--- src/rtl/cpu_isa_pkg.sv ---
// rtl/cpu_isa_pkg.sv - CPU opcode map shared by the program loader and the control-unit decoder.
package cpu_isa_pkg;

  typedef enum logic [1:0] {
    KIND_LOADI = 2'd0,
    KIND_ALU   = 2'd1,
    KIND_J     = 2'd2,
    KIND_JZ    = 2'd3
  } kind_e;

  localparam logic [5:0] OPC_J     = 6'b001000;
  localparam logic [5:0] OPC_JZ    = 6'b001001;
  localparam logic [3:0] LOADI_PFX = 4'b0000;

  typedef enum logic [2:0] {
    ALU_A    = 3'b000,
    ALU_B    = 3'b001,
    ALU_ADD  = 3'b010,
    ALU_SUB  = 3'b011,
    ALU_AND  = 3'b100,
    ALU_OR   = 3'b101,
    ALU_XOR  = 3'b110,
    ALU_NEGB = 3'b111
  } alu_op_e;

  typedef enum logic [2:0] {
    ST_IDLE = 3'd0,
    ST_ENC  = 3'd1,
    ST_WR   = 3'd2,
    ST_VRD  = 3'd3,
    ST_VCMP = 3'd4
  } state_e;

  typedef struct packed {
    kind_e       kind;
    logic [2:0]  alu_op;
    logic [3:0]  ra;
    logic [3:0]  rb;
    logic [3:0]  rd;
    logic [7:0]  imm;
    logic [9:0]  addr;
  } instr_fields_t;

endpackage

--- src/rtl/instr_enc.sv ---
// rtl/instr_enc.sv - combinational instruction-fields to 16-bit word encoder.
module instr_enc
  import cpu_isa_pkg::*;
(
  input  instr_fields_t fields_i,
  output logic [15:0]   word_o
);

  always_comb begin
    word_o = '0;
    unique case (fields_i.kind)
      KIND_LOADI: word_o = {LOADI_PFX, fields_i.imm, fields_i.rd};
      KIND_ALU:   word_o = {1'b1, fields_i.alu_op, fields_i.ra, fields_i.rb, fields_i.rd};
      KIND_J:     word_o = {OPC_J, fields_i.addr};
      KIND_JZ:    word_o = {OPC_JZ, fields_i.addr};
    endcase
  end

endmodule

--- src/rtl/prog_encoder.sv ---
// rtl/prog_encoder.sv - program-memory loader; PROG_VERIFY_EN adds a readback compare after each write.
module prog_encoder
  import cpu_isa_pkg::*;
#(
  parameter int DEPTH  = 1024,
  parameter int ADDR_W = 10
) (
  input  logic              clk,
  input  logic              reset,
  input  logic              clr,
  input  logic              in_valid,
  output logic              in_ready,
  input  logic [1:0]        in_kind,
  input  logic [2:0]        in_alu_op,
  input  logic [3:0]        in_ra,
  input  logic [3:0]        in_rb,
  input  logic [3:0]        in_rd,
  input  logic [7:0]        in_imm,
  input  logic [9:0]        in_addr,
  output logic              pm_we,
  output logic [ADDR_W-1:0] pm_addr,
  output logic [15:0]       pm_wdata,
  input  logic [15:0]       pm_rdata,
  output logic [10:0]       prog_len,
  output logic              full,
  output logic              busy,
  output logic              err_mismatch
);

  state_e            state_q, state_d;
  logic [ADDR_W-1:0] wr_ptr_q;
  logic [ADDR_W-1:0] addr_q;
  logic [10:0]       len_q;
  instr_fields_t     fields_q;
  instr_fields_t     fields_in;
  logic [15:0]       word_q;
  logic [15:0]       enc_word;
  logic              accept;

  assign fields_in = '{kind: kind_e'(in_kind), alu_op: in_alu_op, ra: in_ra, rb: in_rb,
                       rd: in_rd, imm: in_imm, addr: in_addr};

  instr_enc u_enc (
    .fields_i (fields_q),
    .word_o   (enc_word)
  );

  assign full     = (len_q == 11'(DEPTH));
  assign in_ready = (state_q == ST_IDLE) && !full && !clr;
  assign accept   = in_valid && in_ready;
  assign busy     = (state_q != ST_IDLE);
  assign prog_len = len_q;
  assign pm_we    = (state_q == ST_WR);
  assign pm_addr  = addr_q;
  assign pm_wdata = word_q;

  always_comb begin
    state_d = state_q;
    unique case (state_q)
      ST_IDLE: if (accept) state_d = ST_ENC;
      ST_ENC:  state_d = ST_WR;
`ifdef PROG_VERIFY_EN
      ST_WR:   state_d = ST_VRD;
`else
      ST_WR:   state_d = ST_IDLE;
`endif
      ST_VRD:  state_d = ST_VCMP;
      ST_VCMP: state_d = ST_IDLE;
      default: state_d = ST_IDLE;
    endcase
  end

  // addr_q is captured with the word so pm_addr holds the written address after wr_ptr moves on.
  always_ff @(posedge clk or posedge reset) begin
    if (reset) begin
      state_q  <= ST_IDLE;
      wr_ptr_q <= '0;
      addr_q   <= '0;
      len_q    <= '0;
      fields_q <= '0;
      word_q   <= '0;
    end else begin
      state_q <= state_d;
      if (accept) fields_q <= fields_in;
      if (state_q == ST_ENC) begin
        word_q <= enc_word;
        addr_q <= wr_ptr_q;
      end
      if (state_q == ST_WR) begin
        wr_ptr_q <= wr_ptr_q + 1'b1;
        len_q    <= len_q + 1'b1;
      end
      if (state_q == ST_IDLE && clr) begin
        wr_ptr_q <= '0;
        len_q    <= '0;
      end
    end
  end

`ifdef PROG_VERIFY_EN
  logic err_q;

  always_ff @(posedge clk or posedge reset) begin
    if (reset) begin
      err_q <= 1'b0;
    end else if (state_q == ST_IDLE && clr) begin
      err_q <= 1'b0;
    end else if (state_q == ST_VCMP && pm_rdata != word_q) begin
      err_q <= 1'b1;
    end
  end

  assign err_mismatch = err_q;
`else
  logic unused_rdata;
  assign unused_rdata = ^pm_rdata;
  assign err_mismatch = 1'b0;
`endif

endmodule
--- config.mk ---
export PLATFORM = sky130hd
export DESIGN_NAME = prog_encoder
export DESIGN_NICKNAME = d
export VERILOG_FILES = /design/src/rtl/cpu_isa_pkg.sv /design/src/rtl/instr_enc.sv /design/src/rtl/prog_encoder.sv
export SDC_FILE = /design/constraint.sdc
export NUM_CORES = 1
export LEC_CHECK = 0
export CORE_UTILIZATION = 49
export CTS_CLUSTER_SIZE = 20
export DETAILED_ROUTE_END_ITERATION = 16
export GPL_TIMING_DRIVEN = 0
export HOLD_SLACK_MARGIN = 0.03
export PLACE_DENSITY = 0.77
export SETUP_SLACK_MARGIN = 0.02
export SYNTH_ARGS = -nofsm -noshare
export SYNTH_HDL_FRONTEND = slang
export SYNTH_HIERARCHICAL = 1
export SYNTH_SLANG_ARGS = --single-unit
--- constraint.sdc ---
create_clock -name clk -period 3 [get_ports clk]
set_input_delay 0.3 -clock clk [delete_from_list [all_inputs] [get_ports clk]]
set_output_delay 0.3 -clock clk [all_outputs]
set_load 0.005 [all_outputs]
==> After elaboration in Yosys (flattened, before gate mapping) <==
Cells that the tools add are included.
{ "classes": {"n_addsub": 2, "n_eq_ne": 8, "mux": 7, "n_reduce_logical": 10} }
{ "ops": {"columns": ["cell", "n"], "rows": [
  ["$pmux W16 S4", 1],
  ["$mux W11", 2],
  ["$mux W10", 2],
  ["$add A11 B1 Y11 const B", 1],
  ["$eq A11 B11 Y1 const B", 1],
  ["$add A10 B1 Y10 const B", 1],
  ["$pmux W3 S3", 1],
  ["$eq A3 B2 Y1 const B", 2],
  ["$eq A2 B2 Y1 const B", 2],
  ["$logic_and A1 B1 Y1", 4],
  ["$eq A3 B1 Y1 const B", 1],
  ["$logic_not A3 Y1", 1],
  ["$mux W3", 1],
  ["$reduce_bool A3 Y1", 1],
  ["$eq A2 B1 Y1 const B", 1],
  ["$logic_not A1 Y1", 2],
  ["$logic_not A2 Y1", 1],
  ["$ne A2 B2 Y1 const B", 1],
  ["$reduce_bool A2 Y1", 1]
]} }
{ "totals": {"register_bits": 85, "input_bits": 55, "output_inout_bits": 42, "elab_cells": 39} }

==> Depth between registers and ports, before layout <==
Gate-level depths: netlist (run 1).
{ "depth": {"depth_word": 7, "depth_mapped": 7} }

==> Cells and area by module <==
The synthesis (run 1) kept the hierarchy.
{ "modules_own_cells": {"columns": ["module", "n_inst", "cells_each", "area_each_um2"], "rows": [
  ["prog_encoder", 1, 253, 3588.4],
  ["instr_enc", 1, 34, 249.0]
]} }

==> Worst setup path after synthesis (run 1) <==
No wires, ideal clock.
{ "synth_path": {"path_kind": "reg2reg", "from": "reg len_q[0] (netlist: prog_len[0])", "to": "reg fields_q[10] in the netlist's numbering", "setup_time_ns": 0.125, "arrival_ns": 1.894, "slack_ns": 0.981, "stages_incl_launch_ff": 8, "n_path_buf": 2, "period_less_slack_ns": 2.019, "cell_sequence": "dfrtp_1 > inv_1 > ha_1 > and4_4 > or4b_1 > buf_6 > buf_6 > mux2_4"} }
{ "synth_between": {"elab_chain_cells": 5} }
{ "synth_rtl": {"columns": ["element", "line", "rtl"], "rows": [
  ["start, declared", "prog_encoder.sv:33", "logic [10:0] len_q;"],
  ["start signal, assigned", "prog_encoder.sv:91", "len_q <= len_q + 1'b1;"],
  ["$eq A11 B11 Y1", "prog_encoder.sv:48", "assign full = (len_q == 11'(DEPTH));"],
  ["named net full", "prog_encoder.sv:25", "output logic full,"],
  ["$logic_not A1 Y1", "prog_encoder.sv:49", "assign in_ready = (state_q == ST_IDLE) && !full && !clr;"],
  ["$logic_and A1 B1 Y1 (2 in series)", "prog_encoder.sv:49", null],
  ["$logic_and A1 B1 Y1", "prog_encoder.sv:50", "assign accept = in_valid && in_ready;"],
  ["end signal, assigned", "prog_encoder.sv:84", "if (accept) fields_q <= fields_in;"],
  ["end, declared", "prog_encoder.sv:34", "instr_fields_t fields_q;"]
]} }
The timed path passes the listed nets, and every way through them passes these cells.
A chain may end at the register's enable or synchronous reset.

==> Worst setup path after layout (run 1) <==
{ "layout_path": {"from": "reg state_q[0]", "to": "out pm_we"} }
{ "layout_between": {"elab_chain_cells": 1} }
{ "layout_rtl": {"columns": ["element", "line", "rtl"], "rows": [
  ["start, declared", "prog_encoder.sv:30", "state_e state_q, state_d;"],
  ["start signal, assigned", "prog_encoder.sv:83", "state_q <= state_d;"],
  ["$eq A3 B2 Y1", "prog_encoder.sv:53", "assign pm_we = (state_q == ST_WR);"],
  ["end, declared", "prog_encoder.sv:20", "output logic pm_we,"]
]} }
No other way between the ends.

==> results.json, run 1 <==
{
  "synth-edff-count": 0,
  "totalWireLength_mm": 7.510,
  "final_common_cell": "dfrtp_1",
  "cts_hold_buf": 0,
  "worst_slew_pin_slew_ps": 788.6,
  "power_density_nw_per_um2": 659.1,
  "postSynthAreaPerCell_sq_um": 13.37,
  "seq_area_frac_synth": 0.5543,
  "critPathLaunchType": "flop",
  "antenna_found_initial": 0,
  "place_hpwl_mm": 5.151,
  "clkPwrFrac": 0.274,
  "rsz0062_at_grt": "no",
  "slew_viol_final": 0,
  "ant_nets": 0,
  "p_comb_frac": 0.263,
  "core_area_sq_um": 7408,
  "cts_sinks": 85,
  "skew_ps": 4.522,
  "drive_above_1_share": 0.2507,
  "cp-end-kind": "output pin",
  "dr.pass1.iters": 4,
  "cts_setup_buffers": 0,
  "netlist_area_sq_um": 3837,
  "overflow": 0,
  "worstPathRequired_ps": 2700,
  "cp_max_fo": 10,
  "drt_iter0_markers": 78,
  "gp_congestion": 0.7931,
  "rows": 31,
  "hold_class": "input pin to asynchronous set/reset pin",
  "regArea_sq_um": 2127,
  "drc": 0,
  "start_util": 0.5180,
  "swShare": 0.2563,
  "die_area_sq_um": 8189,
  "cts_buffers": 9,
  "nets": 436,
  "synth_seq_cells": 85,
  "wl_per_cell_um": 15.58,
  "multi_input_area_sq_um": 1574,
  "numPortBuffers": 79,
  "nFillCells": 554,
  "clk_pin_slew_ps": 80,
  "ir_worst_vdd_uv": 376.9,
  "num_antenna_cells": 0,
  "dp.cells": 466,
  "outcome": "completed",
  "fin_crit_ps": 2650,
  "fmax_mhz": 377.4,
  "fp.dieW_um": 90.50,
  "fin_util": 0.6757,
  "synthesis.nets": 345,
  "maxSlewHeadroom": 0.4671,
  "cts_tree": "done",
  "seqPwrFrac": 0.463,
  "path_class": "flop to output pin",
  "p_int_mw": 2.454,
  "grt_usage": 0.1985,
  "tns_ps": 0,
  "total_leakage_power_nw": 2.310,
  "synth_top_flop_cell": "dfrtp_1",
  "final_cell_mix": "dfrtp_1, clkdlybuf4s50_1, mux2_2",
  "setup_viol": 0,
  "hold_ws_ps": 208.7,
  "switching_power_mw": 0.8457,
  "ys_types": 37,
  "area_growth_pct": 30.45,
  "clk_latency_ps": 360,
  "grt_max_degree": 74,
  "period_share": 0.8833,
  "grt_pass1_wl_mm": 12.83,
  "maxCapViolations": 0,
  "grt_pass1_vias": 2665,
  "pin_count": 97,
  "ys_warn_count": 6,
  "async_flop_share": 1.000,
  "netlist_instances": 287,
  "cts_buffer_depth": 2,
  "h-tree-depth": 3,
  "num_vias": 2504,
  "cts_resized": 0,
  "arrival_ps": 2350,
  "die_h_um": 90.50,
  "viasPerCell": 5.195,
  "layoutNonFillerInstCount": 482,
  "cts_root_buffer": "clkbuf_8",
  "report.final.hold_viol_count": 0
}
-- critical path, stage by stage (launching register included) --
cell and delay [ps]:
dfrtp_1 430, or3b_2 470, clkbuf_1 190, inv_1 130
buf_2 240, clkdlybuf4s50_1 530
-- power groups by stage --
stage | logic [mW] | clock network [mW] | registers, mW
after floorplan | 0.493 | 0 | 1.52
after global placement | 0.847 | 0 | 1.54
after detailed placement | 0.874 | 0 | 1.54
after CTS | 0.880 | 0.919 | 1.53
after global routing | 0.938 | 0.974 | 1.56
final | 0.868 | 0.904 | 1.53
-- cells in the mapped netlist, types with 5 or more instances --
library cell | count | area share
o21ai_1 | 6 | 0.0078
nor2_1 | 21 | 0.021
nand3_1 | 5 | 0.0065
inv_1 | 6 | 0.0059
mux2_4 | 29 | 0.11
dfrtp_1 | 85 | 0.55
nand4_1 | 8 | 0.013
buf_6 | 7 | 0.021
clkbuf_1 | 5 | 0.0049
mux2i_1 | 7 | 0.018
xor2_1 | 13 | 0.030
nand2_1 | 16 | 0.016
mux2_2 | 37 | 0.11
-- kinds of logic (layout without fill, tap and decap cells) --
logic type,after synthesis,after routing,synth area share
and+or+nand+nor,75,75,0.1040
muxes,73,73,0.2403
adders and majority gates,3,3,0.009783
DFF,85,85,0.5543
buffers and inverters,21,117,0.03554
AOI/OAI and AO/OA,12,12,0.01630
xor gates and xnor gates,17,17,0.03880
other,1,1,0.0009772
-- flip-flops by register name (all words and copies together) (netlist names) --
signal	count
prog_len	11
fields_q	35
pm_addr	10
pm_wdata	16
wr_ptr_q	10
state_q	3
-- layout make-up --
class / instances / area share
Timing Repair Buffer: 80 / 0.1635
Sequential cell: 85 / 0.4249
Inverter: 6 / 0.004999
Tap cell: 99 / 0.02474
Clock buffer: 10 / 0.02749
Multi-Input combinational cell: 181 / 0.3144
Buffer: 15 / 0.02274
Clock inverter: 6 / 0.01725
-- metal layers --
layer	global-route usage	routed length, um	share of wire
met2	0.3157	3547	0.47
met1	0.2644	3474	0.46
met4	0.08333	128	0.017
met5	0	0	0
met3	0.04125	360	0.048
-- metrics by stage --
stage	power, mW	area [sq um]	worst slack (ps)
after floorplan	2.010	3837	506.5
after global placement	2.385	4752	-781.7
after detailed placement	2.417	4782	748.1
after CTS	3.326	5006	341.8
after global routing	3.469	5006	263.5
final	3.299	5006	350.0
-- final timing paths --
check	from	cells past startpoint	slack (ps)	end
max	state_q[0]$_DFFE_PP0P_	5	350	pm_we
min	reset	2	210	fields_q[19]$_DFFE_PP0P_
max reg2reg	prog_len[0]$_DFFE_PP0P_	7	840	fields_q[15]$_DFFE_PP0P_
min reg2reg	fields_q[32]$_DFFE_PP0P_	1	510	fields_q[32]$_DFFE_PP0P_
max in group asynchronous	reset	3	2200	fields_q[26]$_DFFE_PP0P_
min in group clk	fields_q[32]$_DFFE_PP0P_	1	510	fields_q[32]$_DFFE_PP0P_
No activity file was read; power rests on OpenSTA's default activity.
==> run 2, diff against run 1 <==
Settings changed: SETUP_SLACK_MARGIN 0.02 to 0.5.
==> results.json, run 2 (synthesis results as in run 1) <==
{
  "power_mw": 3.305,
  "grt_pass1_wl_mm": 12.85,
  "viasPerCell": 5.196,
  "hold_class": "input pin to asynchronous set/reset pin",
  "fin_crit_ps": 2445,
  "die_area_sq_um": 8189,
  "cp-end-kind": "output pin",
  "power_density_nw_per_um2": 656.3,
  "tns_ps": 0,
  "pin_count": 97,
  "p_comb_frac": 0.265,
  "fp.dieW_um": 90.50,
  "path_class": "flop to output pin",
  "regArea_sq_um": 2127,
  "core_area_sq_um": 7408,
  "worst_slew_pin_slew_ps": 780.1,
  "cts_tree": "done",
  "final_common_cell": "dfrtp_1",
  "worstPathRequired_ps": 2700,
  "num_vias": 2520,
  "ir_worst_vdd_uv": 376.9,
  "cts_hold_buf": 0,
  "drt_iter0_markers": 84,
  "rsz0062_at_grt": "no",
  "overflow": 0,
  "h-tree-depth": 3,
  "clk_latency_ps": 360,
  "crit_path_start": "state_q[2]$_DFFE_PP0P_",
  "slew_viol_final": 0,
  "skew_ps": 4.324,
  "clk_pin_slew_ps": 80,
  "total_leakage_power_nw": 2.327,
  "rows": 31,
  "dpl-instance-area_sq_um": 4782,
  "largest_reg_flops": 35,
  "path_delay_family": "buffers and inverters",
  "dr.pass1.iters": 4,
  "crit_slowest_cell": "clkdlybuf4s50_1",
  "grt_use_met1": 0.2655,
  "cp_max_fo": 10,
  "start_util": 0.5180,
  "grt_max_degree": 74,
  "maxCapViolations": 0,
  "report.final.hold_viol_count": 0,
  "swShare": 0.2562,
  "gp_congestion": 0.7931,
  "ant_nets": 0,
  "clkPwrFrac": 0.274,
  "worst-r2r-setup-slack_ps": 810,
  "nets": 439,
  "numPortBuffers": 79,
  "area_growth_pct": 31.24,
  "arrival_ps": 2150,
  "grt.met3_usage": 0.04125,
  "setup_viol": 0,
  "fmax_mhz": 408.9,
  "cts_sinks": 85,
  "multi_input_area_sq_um": 1574,
  "grt_use_met2": 0.3157,
  "seqPwrFrac": 0.461,
  "grt_usage": 0.1989,
  "drc": 0,
  "nFillCells": 548,
  "cts_buffers": 9,
  "worst_r2r_endpoint": "fields_q[15]$_DFFE_PP0P_",
  "cts_buffer_depth": 2,
  "totalWireLength_mm": 7.563,
  "final_cell_mix": "dfrtp_1, clkdlybuf4s50_1, mux2_2",
  "switching_power_mw": 0.8469,
  "crit_chain": "or3b_2 -> clkbuf_2 -> inv_2 -> buf_6 -> clkdlybuf4s50_1",
  "period_share": 0.8152,
  "num_antenna_cells": 0,
  "critPathLaunchType": "flop",
  "maxSlewHeadroom": 0.4729,
  "p_int_mw": 2.458,
  "antenna_found_initial": 0,
  "path_buf_inv": 4,
  "critPathMaxStageDelay_ps": 500,
  "top_usage_layer": "met2",
  "cts_root_buffer": "clkbuf_8",
  "grt_pass1_vias": 2663,
  "stdcell_area_sq_um": 5036,
  "wl_per_cell_um": 15.59,
  "ff2ff_path_depth": 6,
  "fin_util": 0.6798,
  "regMostFlops": "fields_q",
  "die_h_um": 90.50,
  "place_hpwl_mm": 5.151,
  "r2r_start": "state_q[1]$_DFFE_PP0P_",
  "outcome": "completed",
  "drive_above_1_share": 0.2617
}
==> run 2: changes by cell type in the layout (fill, tap and decap cells not counted) <==
cell and delta:
buf_4 +3, inv_1 -1, buf_6 +1, buf_2 -1, clkbuf_2 +1, inv_2 +1, clkbuf_1 -1
==> run 2: through the flow <==
step	worst slack, ps	instances	hold WS, ps
after floorplan	506.5	287	448.5
after global placement	-781.7	465	483.1
after detailed placement	748.1	466	490.2
after CTS	512.4	482	203.3
after global routing	495.1	485	207.2
final	554.5	485	208.4
==> run 2: routing by layer <==
layer / share of wire / vias up
met5: 0 / -
li1: - / 1180
met4: 0.017 / 0
met3: 0.048 / 11
met1: 0.46 / 1254
met2: 0.47 / 75
==> run 2: area by class of cell <==
class,count,area share
repair buffers,83,0.1670
multi-input cells,181,0.3125
inverters,6,0.004969
flip-flops and latches,85,0.4224
plain buffers,15,0.02410
well taps,99,0.02460
clock buffers,10,0.02733
clock inverters,6,0.01714
==> run 2: what timing repair did <==
action	in CTS	in global routing
setup endpoints to repair	1	1
setup buffers	0	3
resized for setup	4	0
hold endpoints to repair	0	0
==> run 2: how the worst max path moves through the flow <==
stage                              end  slack (ps)  cells after the start
4_1_cts                          pm_we         510                      5
6_report                         pm_we         550                      5
3_5_place_dp                     pm_we         750                      5
3_3_place_gp   fields_q[9]$_DFFE_PP0P_        -780                      2
2_1_floorplan  fields_q[0]$_DFFE_PP0P_         510                      1
5_1_grt                          pm_we         500                      5
==> run 2: worst register-to-register path: stages (launching register included) <==
cell and delay (ps):
dfrtp_1 400, buf_4 140, or3_4 390, or4b_1 490, buf_6 170, buf_6 170
mux2_4 300
==> run 2: power groups by stage <==
| stage | logic [mW] | registers, mW | clock network [mW] |
|---|---|---|---|
| final | 0.875 | 1.53 | 0.905 |
| after global placement | 0.847 | 1.54 | 0 |
| after global routing | 0.946 | 1.56 | 0.974 |
| after CTS | 0.882 | 1.53 | 0.919 |
| after detailed placement | 0.874 | 1.54 | 0 |
| after floorplan | 0.493 | 1.52 | 0 |
